File: src/rtl/irq_controller_pkg.sv
// Shared types and constants for the interrupt/exception arbiter that feeds csr_controller.
package irq_controller_pkg;

  typedef enum logic [1:0] {
    IDLE    = 2'd0,
    IRQ_SVC = 2'd1,
    EXC_SVC = 2'd2,
    IRQ_EXC = 2'd3
  } irq_state_t;

  localparam int IRQ_CAUSE_BASE = 16;
  localparam int MCAUSE_IRQ_BIT = 31;

  // Interrupt cause: interrupt flag in bit 31, external line k reported as 16+k.
  function automatic logic [31:0] irq_cause(input logic [4:0] line);
    logic [31:0] cause;
    cause = 32'(IRQ_CAUSE_BASE) + 32'(line);
    cause[MCAUSE_IRQ_BIT] = 1'b1;
    return cause;
  endfunction

endpackage

File: src/rtl/irq_prio_enc.sv
// Lowest-index-first priority encoder used to pick which eligible interrupt line is taken.
module irq_prio_enc #(
  parameter int N = 16,
  localparam int IW = (N > 1) ? $clog2(N) : 1
) (
  input  logic [N-1:0]  vec,
  output logic          valid,
  output logic [IW-1:0] idx
);

  // Scanning downward lets the lowest set bit be the last (winning) assignment.
  always_comb begin
    valid = 1'b0;
    idx   = '0;
    for (int i = N - 1; i >= 0; i--) begin
      if (vec[i]) begin
        valid = 1'b1;
        idx   = IW'(i);
      end
    end
  end

endmodule

File: src/rtl/irq_controller.sv
// Interrupt/exception arbiter: edge-latches peripheral requests, masks with mie, merges with
// decoder exceptions and tracks handler nesting so mret can be attributed to IRQ or exception.
module irq_controller
  import irq_controller_pkg::*;
#(
  parameter int N_IRQ = 16
) (
  input  logic             clk_i,
  input  logic             rst_i,
  input  logic [N_IRQ-1:0] irq_req_i,
  input  logic [31:0]      mie_i,
  input  logic             exception_i,
  input  logic [31:0]      exc_cause_i,
  input  logic             mret_i,
  output logic             trap_o,
  output logic [31:0]      mcause_o,
  output logic [N_IRQ-1:0] irq_ack_o,
  output logic             irq_ret_o,
  output logic             in_service_o
);

  localparam int IW = (N_IRQ > 1) ? $clog2(N_IRQ) : 1;

  irq_state_t       state, state_next;
  logic [N_IRQ-1:0] req_q, pending, elig, ack;
  logic [IW-1:0]    take_idx;
  logic             take_valid;
  logic             trap;
  logic [31:0]      mcause;
  logic             irq_ret;
  logic             unused_mie;

  // Only mie bits 16+k are meaningful here; the rest are folded away.
  assign unused_mie = ^mie_i;
  assign elig       = pending & mie_i[IRQ_CAUSE_BASE +: N_IRQ];

  irq_prio_enc #(.N(N_IRQ)) u_prio (
    .vec   (elig),
    .valid (take_valid),
    .idx   (take_idx)
  );

  always_ff @(posedge clk_i or negedge rst_i) begin
    if (!rst_i) begin
      state   <= IDLE;
      req_q   <= '0;
      pending <= '0;
    end else begin
      state   <= state_next;
      req_q   <= irq_req_i;
      // A new edge on the line being acknowledged must survive the clear.
      pending <= (pending & ~ack) | (irq_req_i & ~req_q);
    end
  end

  always_comb begin
    state_next = state;
    trap       = 1'b0;
    mcause     = '0;
    ack        = '0;
    irq_ret    = 1'b0;
    unique case (state)
      IDLE: begin
        if (exception_i) begin
          trap       = 1'b1;
          mcause     = exc_cause_i;
          state_next = EXC_SVC;
        end else if (take_valid) begin
          trap       = 1'b1;
          mcause     = irq_cause(5'(take_idx));
          ack        = N_IRQ'(1) << take_idx;
          state_next = IRQ_SVC;
        end
      end
      IRQ_SVC: begin
        if (exception_i) begin
          trap       = 1'b1;
          mcause     = exc_cause_i;
          state_next = IRQ_EXC;
        end else if (mret_i) begin
          irq_ret    = 1'b1;
          state_next = IDLE;
        end
      end
      EXC_SVC: begin
        if (exception_i) begin
          trap   = 1'b1;
          mcause = exc_cause_i;
        end else if (mret_i) begin
          state_next = IDLE;
        end
      end
      IRQ_EXC: begin
        if (exception_i) begin
          trap   = 1'b1;
          mcause = exc_cause_i;
        end else if (mret_i) begin
          state_next = IRQ_SVC;
        end
      end
      default: state_next = IDLE;
    endcase
  end

  // Outputs are combinational, so gate them with reset to keep trap_o quiet during reset.
  assign trap_o       = trap & rst_i;
  assign mcause_o     = rst_i ? mcause : '0;
  assign irq_ack_o    = rst_i ? ack : '0;
  assign irq_ret_o    = irq_ret & rst_i;
  assign in_service_o = rst_i & ((state == IRQ_SVC) || (state == IRQ_EXC));

endmodule
File: config.mk
export PLATFORM = sky130hd
export DESIGN_NAME = irq_controller
export DESIGN_NICKNAME = d
export VERILOG_FILES = /design/src/rtl/irq_controller_pkg.sv /design/src/rtl/irq_prio_enc.sv /design/src/rtl/irq_controller.sv
export SDC_FILE = /design/constraint.sdc
export NUM_CORES = 1
export LEC_CHECK = 0
export CAP_MARGIN = 25
export CORE_ASPECT_RATIO = 1.5
export CORE_MARGIN = 2
export CORE_UTILIZATION = 38
export CTS_BUF_LIST = sky130_fd_sc_hd__clkbuf_8 sky130_fd_sc_hd__clkbuf_16
export CTS_CLUSTER_DIAMETER = 40
export DETAILED_ROUTE_END_ITERATION = 7
export GPL_ROUTABILITY_DRIVEN = 1
export PLACE_DENSITY_LB_ADDON = 0.08
export SYNTH_ARGS = -nofsm -noshare
export SYNTH_HDL_FRONTEND = slang
export SYNTH_HIERARCHICAL = 1
export SYNTH_SLANG_ARGS = --single-unit
File: constraint.sdc
create_clock -name clk_i -period 5 [get_ports clk_i]
set_input_delay 1 -clock clk_i [delete_from_list [all_inputs] [get_ports clk_i]]
set_output_delay 1 -clock clk_i [all_outputs]
set_load 0.02 [all_outputs]
Yosys cells after proc, flatten, opt, wreduce, memory -nomap -nowiden. Cells that the tools add are included.

$add $sub $neg: 1. Eq/ne operators: 7. Shift operators: 1. Muxes and demuxes: 56. Bitwise gates (word level): 9. Reduce and logical (&&, ||, !) cells: 4.

Operators with widths (count): $mux 32 (4); $mux 16 (4); $mux 4 (16); $pmux 32 s2 (1); $and 16x16->16 (3); $not 16->16 (2); $mux 1 (22); $or 16x16->16 (1); $shl 1x4->16 const A (1); $mux 2 (7); $pmux 2 s4 (1); $add 5x4->6 const A (1); $ne 2x2->1 const B (3); $eq 2x2->1 const B (2); $reduce_and 4->1 (1); $and 1x1->1 (3); $ne 3x3->1 const B (1); $reduce_or 3->1 (1); $eq 2x1->1 const B (1); $logic_not 2->1 (1); $pmux 1 s2 (1); $logic_or 1x1->1 (1).

Register bits after elaboration: 34. Output and inout port bits: 51. Logic and storage cells: 81.

Depth between registers and ports, before layout.
Depth in word-level cells: 24. Mapped depth: 9. Gate-level depth less buffers: 8.

Modules after synthesis. Netlist, hierarchy kept.

Modules (own cells, without submodules): irq_controller (instances 1, cells each 191, area an instance 1731.7 sq um, seq. area each 850.8 sq um); irq_prio_enc (instances 1, cells each 33, area an instance 178.9 sq um, seq. area each 0.0 sq um).

Worst setup path after synthesis. Ideal clock, no wire load.

Path type: input port to output port. From: input port mie_i[23]. To: output port irq_ack_o[12]. Data arrival time: 2.752 ns. Path slack: 1.248 ns. Stages: 6. Path buffers: 1. Cell sequence: and2_1 -> nor4_2 -> nor3b_1 -> clkbuf_1 -> nand2_1 -> nor3_1.

Longest elaborated chain between the ends: 14.

Ends and longest elaborated chain: start: declaration (line irq_controller.sv:11) `input logic [31:0] mie_i,`; $and 16x16->16 (line irq_controller.sv:35) `assign elig = pending & mie_i[IRQ_CAUSE_BASE +: N_IRQ];`; $mux 4 (8 in a row) (line irq_prio_enc.sv:16) `if (vec[i]) begin`; net take_idx[3] (line irq_controller.sv:26) `logic [IW-1:0] take_idx;`; $shl 1x4->16 (line irq_controller.sv:71) `ack = N_IRQ'(1) << take_idx;`; $mux 16 (line irq_controller.sv:68) `end else if (take_valid) begin`; $mux 16 (line irq_controller.sv:64) `if (exception_i) begin`; $mux 16 (line irq_controller.sv:62) `unique case (state)`; $mux 16 (line irq_controller.sv:108) `assign irq_ack_o = rst_i ? ack : '0;`; end: declaration (line irq_controller.sv:17) `output logic [N_IRQ-1:0] irq_ack_o,`.

The timed path passes the listed nets, and every way through them passes these cells.

Final worst setup path.
From: input port mie_i[26]. To: output port mcause_o[0].

RTL lines: $and 16x16->16 (line irq_controller.sv:35); net elig[10] (line irq_controller.sv:25) `logic [N_IRQ-1:0] req_q, pending, elig, ack;`; $mux 1 (11 in a row) (line irq_prio_enc.sv:16); net take_valid (line irq_controller.sv:27) `logic take_valid;`; $mux 32 (line irq_controller.sv:68); $mux 32 (line irq_controller.sv:64); $pmux 32 s2 (line irq_controller.sv:62); $mux 32 (line irq_controller.sv:107) `assign mcause_o = rst_i ? mcause : '0;`; end: declaration (line irq_controller.sv:16) `output logic [31:0] mcause_o,`.

The timed path passes the listed nets, and every way through them passes these cells.

==> results.md <==
- Fin nets: 425
- Synth cell types: 31
- Post-CTS Setup Bufs: 0
- Grt total ovfl: 0
- Post-Syn Nets: 308
- Full die area: about 5600 um2
- Area share of fa/ha/maj cells after synthesis: 0
- Initial Util: 0.394
- DRC: 0
- Ys Warns: 6
- Worst skew pair latency: 0.29 ns
- Cell taking the most area after synthesis: dfrtp_1
- Startpoint Class: input pin
- Die width: 61.9 um
- Hpwl dp: 4.54 mm
- Root cell of the clock tree: clkbuf_8
- Commonest non-fill, non-tap cell in the layout: clkdlybuf4s50_1
- Sw Share: 0.285
- M3 GR Usage: 0.0473
- Fin crit period: 4.66 ns
- I/O Pins: 135
- Max-cap violations: 0
- Via count of the first global-routing pass: 1933
- Relative slew slack: 0.495
- Drt wl/cell: 14.0 um
- Most frequent cells in the layout: 117 x clkdlybuf4s50_1, 34 x dfrtp_1, 28 x and3_1
- Critical path data required time: 4.00 ns
- CTS tree: done
- Sequential element share of the synthesized area: 0.445
- Ranking of synthesized cells by area: dfrtp_1 45%, and3_1 9.2%, and2_1 5.6%, o31ai_1 4.7%, inv_1 4.5%
- Setup WS pre-CTS: roughly 0.33 ns
- GP Congestion: 0.777
- RSZ-0062 raised after global routing: no
- Clock network power share: 0.300
- Initial DRC count: 58
- Synth Area in Simple Gates: 0.306
- Clk sinks: 34
- Share of cells above drive strength 1: 0.0585
- Post-synthesis register bit count: 34
- First-pass GRT wire length: 8.97 mm
- Skew final: 0.00893 ns
- Post-synthesis mux area share: 0
- Leakage: about 1.3 nW
- P_int: 0.000496 W
- CP max FO: 5
- Total power: roughly 0.00069 W
- P_sw: 0.000198 W
- Pwr Density: 214 nW/um2
- H-tree depth: 2
- Initial DRT Pass Iterations: 4
- Status: complete, no violations
- GR Util met1: 0.225
- Area Overhead vs Synth: 70.0%
- Gate power share: 0.274
- GRT Overall Usage: 0.211
- GR Layer Usage met2: 0.383
- Worst-path clk slew: 0.07 ns
- Via count: between 2000 and 2500
- Largest family of logic cells by synthesized area: simple AND/OR/NAND/NOR gates
- Critical path data arrival time: 3.66 ns
- Fin crit share: 0.933
- Synth top area share: 0.445
- Synthesized area per cell: 8.53 um2
- Antenna violations before repair: 0
- Die Ht: a little over 90 um
- Worst Max-Slew Pin Slew: about 0.75 ns
- CTS Hold Bufs: 0
- Synth Cell Area: roughly 1900 um2
- Slew Limit Fails: 0
- Synth Area in XOR/XNOR: 0
- Crit Path Category: in -> out
- IO buf count: between 100 and 150
- Max frequency: 0.214 GHz
- Diodes inserted: 0
- Final setup TNS: 0 ns
- Core area: approximately 4800 um2
- Critical path capture point type: output pin
- CTS max path bufs: 2
- Sequential Power Share: 0.426
- Synth Area in Compound Gates: 0.171
- Post-detailed-route count of antenna-violating nets: 0
- GR peak layer: met2
- Post_cts resized: 0
- Number of vias per cell: 5.09
- Post-Synthesis Cells: roughly 220
- Pin count of the biggest net entering global routing: 37
- Site Rows: 31
- Final instance area: 3250 um2
- Post-Route WL: 5.72 mm
- Placed cell areas: ~3200 um2
- Reg-to-reg setup timing slack: 2.61 ns
- Final setup viols: 0
- Count of final hold-check violations: 0
- Final worst slack: roughly 0.34 ns
- VDD IR max: roughly 0.00025 V
- CTS Buf Count: 5
- Hold WC Path Type: reg -> reg
## Yosys cell counts, drive strengths merged
cell type   n
nor4        2
nand4b      2
nor3        6
a21oi       6
a21o        2
or2         1
nor2b       6
and3       28
nand4       1
nor2       21
o22ai       1
nand2       9
or4b        1
inv        23
dfrtp      34
a22oi       4
nand3       2
o41ai       4
o31ai      13
nor4b       1
clkbuf     12
o21ai      18
nand2b      4
o311a       1
and2       17
buf         2
nor3b       2
a31oi       1
## sequential cells by signal (all words and copies together), names as in the netlist
| name | cells |
|---|---|
| pending | 16 |
| state | 2 |
| req_q | 16 |
## logic make-up after synthesis
group | Yosys count
buffers and inverters | 37
AOI/OAI and AO/OA | 50
DFF | 34
and+or+nand+nor | 103
## routing by layer
| metal | up-vias | part of all wire |
|---|---|---|
| li1 | 1009 | - |
| met1 | 969 | 0.34 |
| met2 | 92 | 0.54 |
| met3 | 8 | 0.10 |
| met4 | 0 | 0.018 |
| met5 | - | 0 |
## power by group through the flow
stage	registers [W]	logic, W	clock network [W]
global route	0.000296	0.000207	0.000229
global placement	0.000300	0.000188	0
detailed placement	0.000301	0.000190	0
CTS	0.000295	0.000191	0.000217
finish	0.000295	0.000190	0.000208
floorplan	0.000299	0.0000880	0
## critical path, cell delays in order
cell and delay [ns]:
clkdlybuf4s50_1 0.47, and2_1 0.21, nor4_2 0.07, and3_1 0.21, nand4_1 0.13, nor4b_1 0.63, a22oi_1 0.15, nor2b_1 0.14
clkdlybuf4s50_1 0.64
## per-stage QoR
| stage | hold slack, ns | std cells | util |
|---|---|---|---|
| 6_report | 0.406 | 408 | 0.670 |
| 5_1_grt | 0.425 | 408 | 0.670 |
| 4_1_cts | 0.416 | 408 | 0.670 |
| 3_5_place_dp | 0.402 | 400 | 0.650 |
| 3_3_place_gp | 0.395 | 400 | 0.650 |
| 2_1_floorplan | 0.392 | 224 | - |
## final timing paths
kind,startpoint,end,cells after the start
max in group asynchronous,rst_i,req_q[1]$_DFF_PN0_,2
max reg2reg,pending[8]$_DFF_PN0_,pending[0]$_DFF_PN0_,7
min in group asynchronous,rst_i,pending[9]$_DFF_PN0_,1
min reg2reg,req_q[13]$_DFF_PN0_,pending[13]$_DFF_PN0_,1
min,req_q[13]$_DFF_PN0_,pending[13]$_DFF_PN0_,1
max,mie_i[26],mcause_o[0],9
## final cells by class
type	instances	area [um2]
fillers	431	1600
repair buffers	124	1220
multi-input cells	153	912
flip-flops and latches	34	851
inverters	23	86.3
clock buffers	6	82.6
well taps	66	82.6
clock inverters	2	12.5
(Power assumes the default switching activity.)
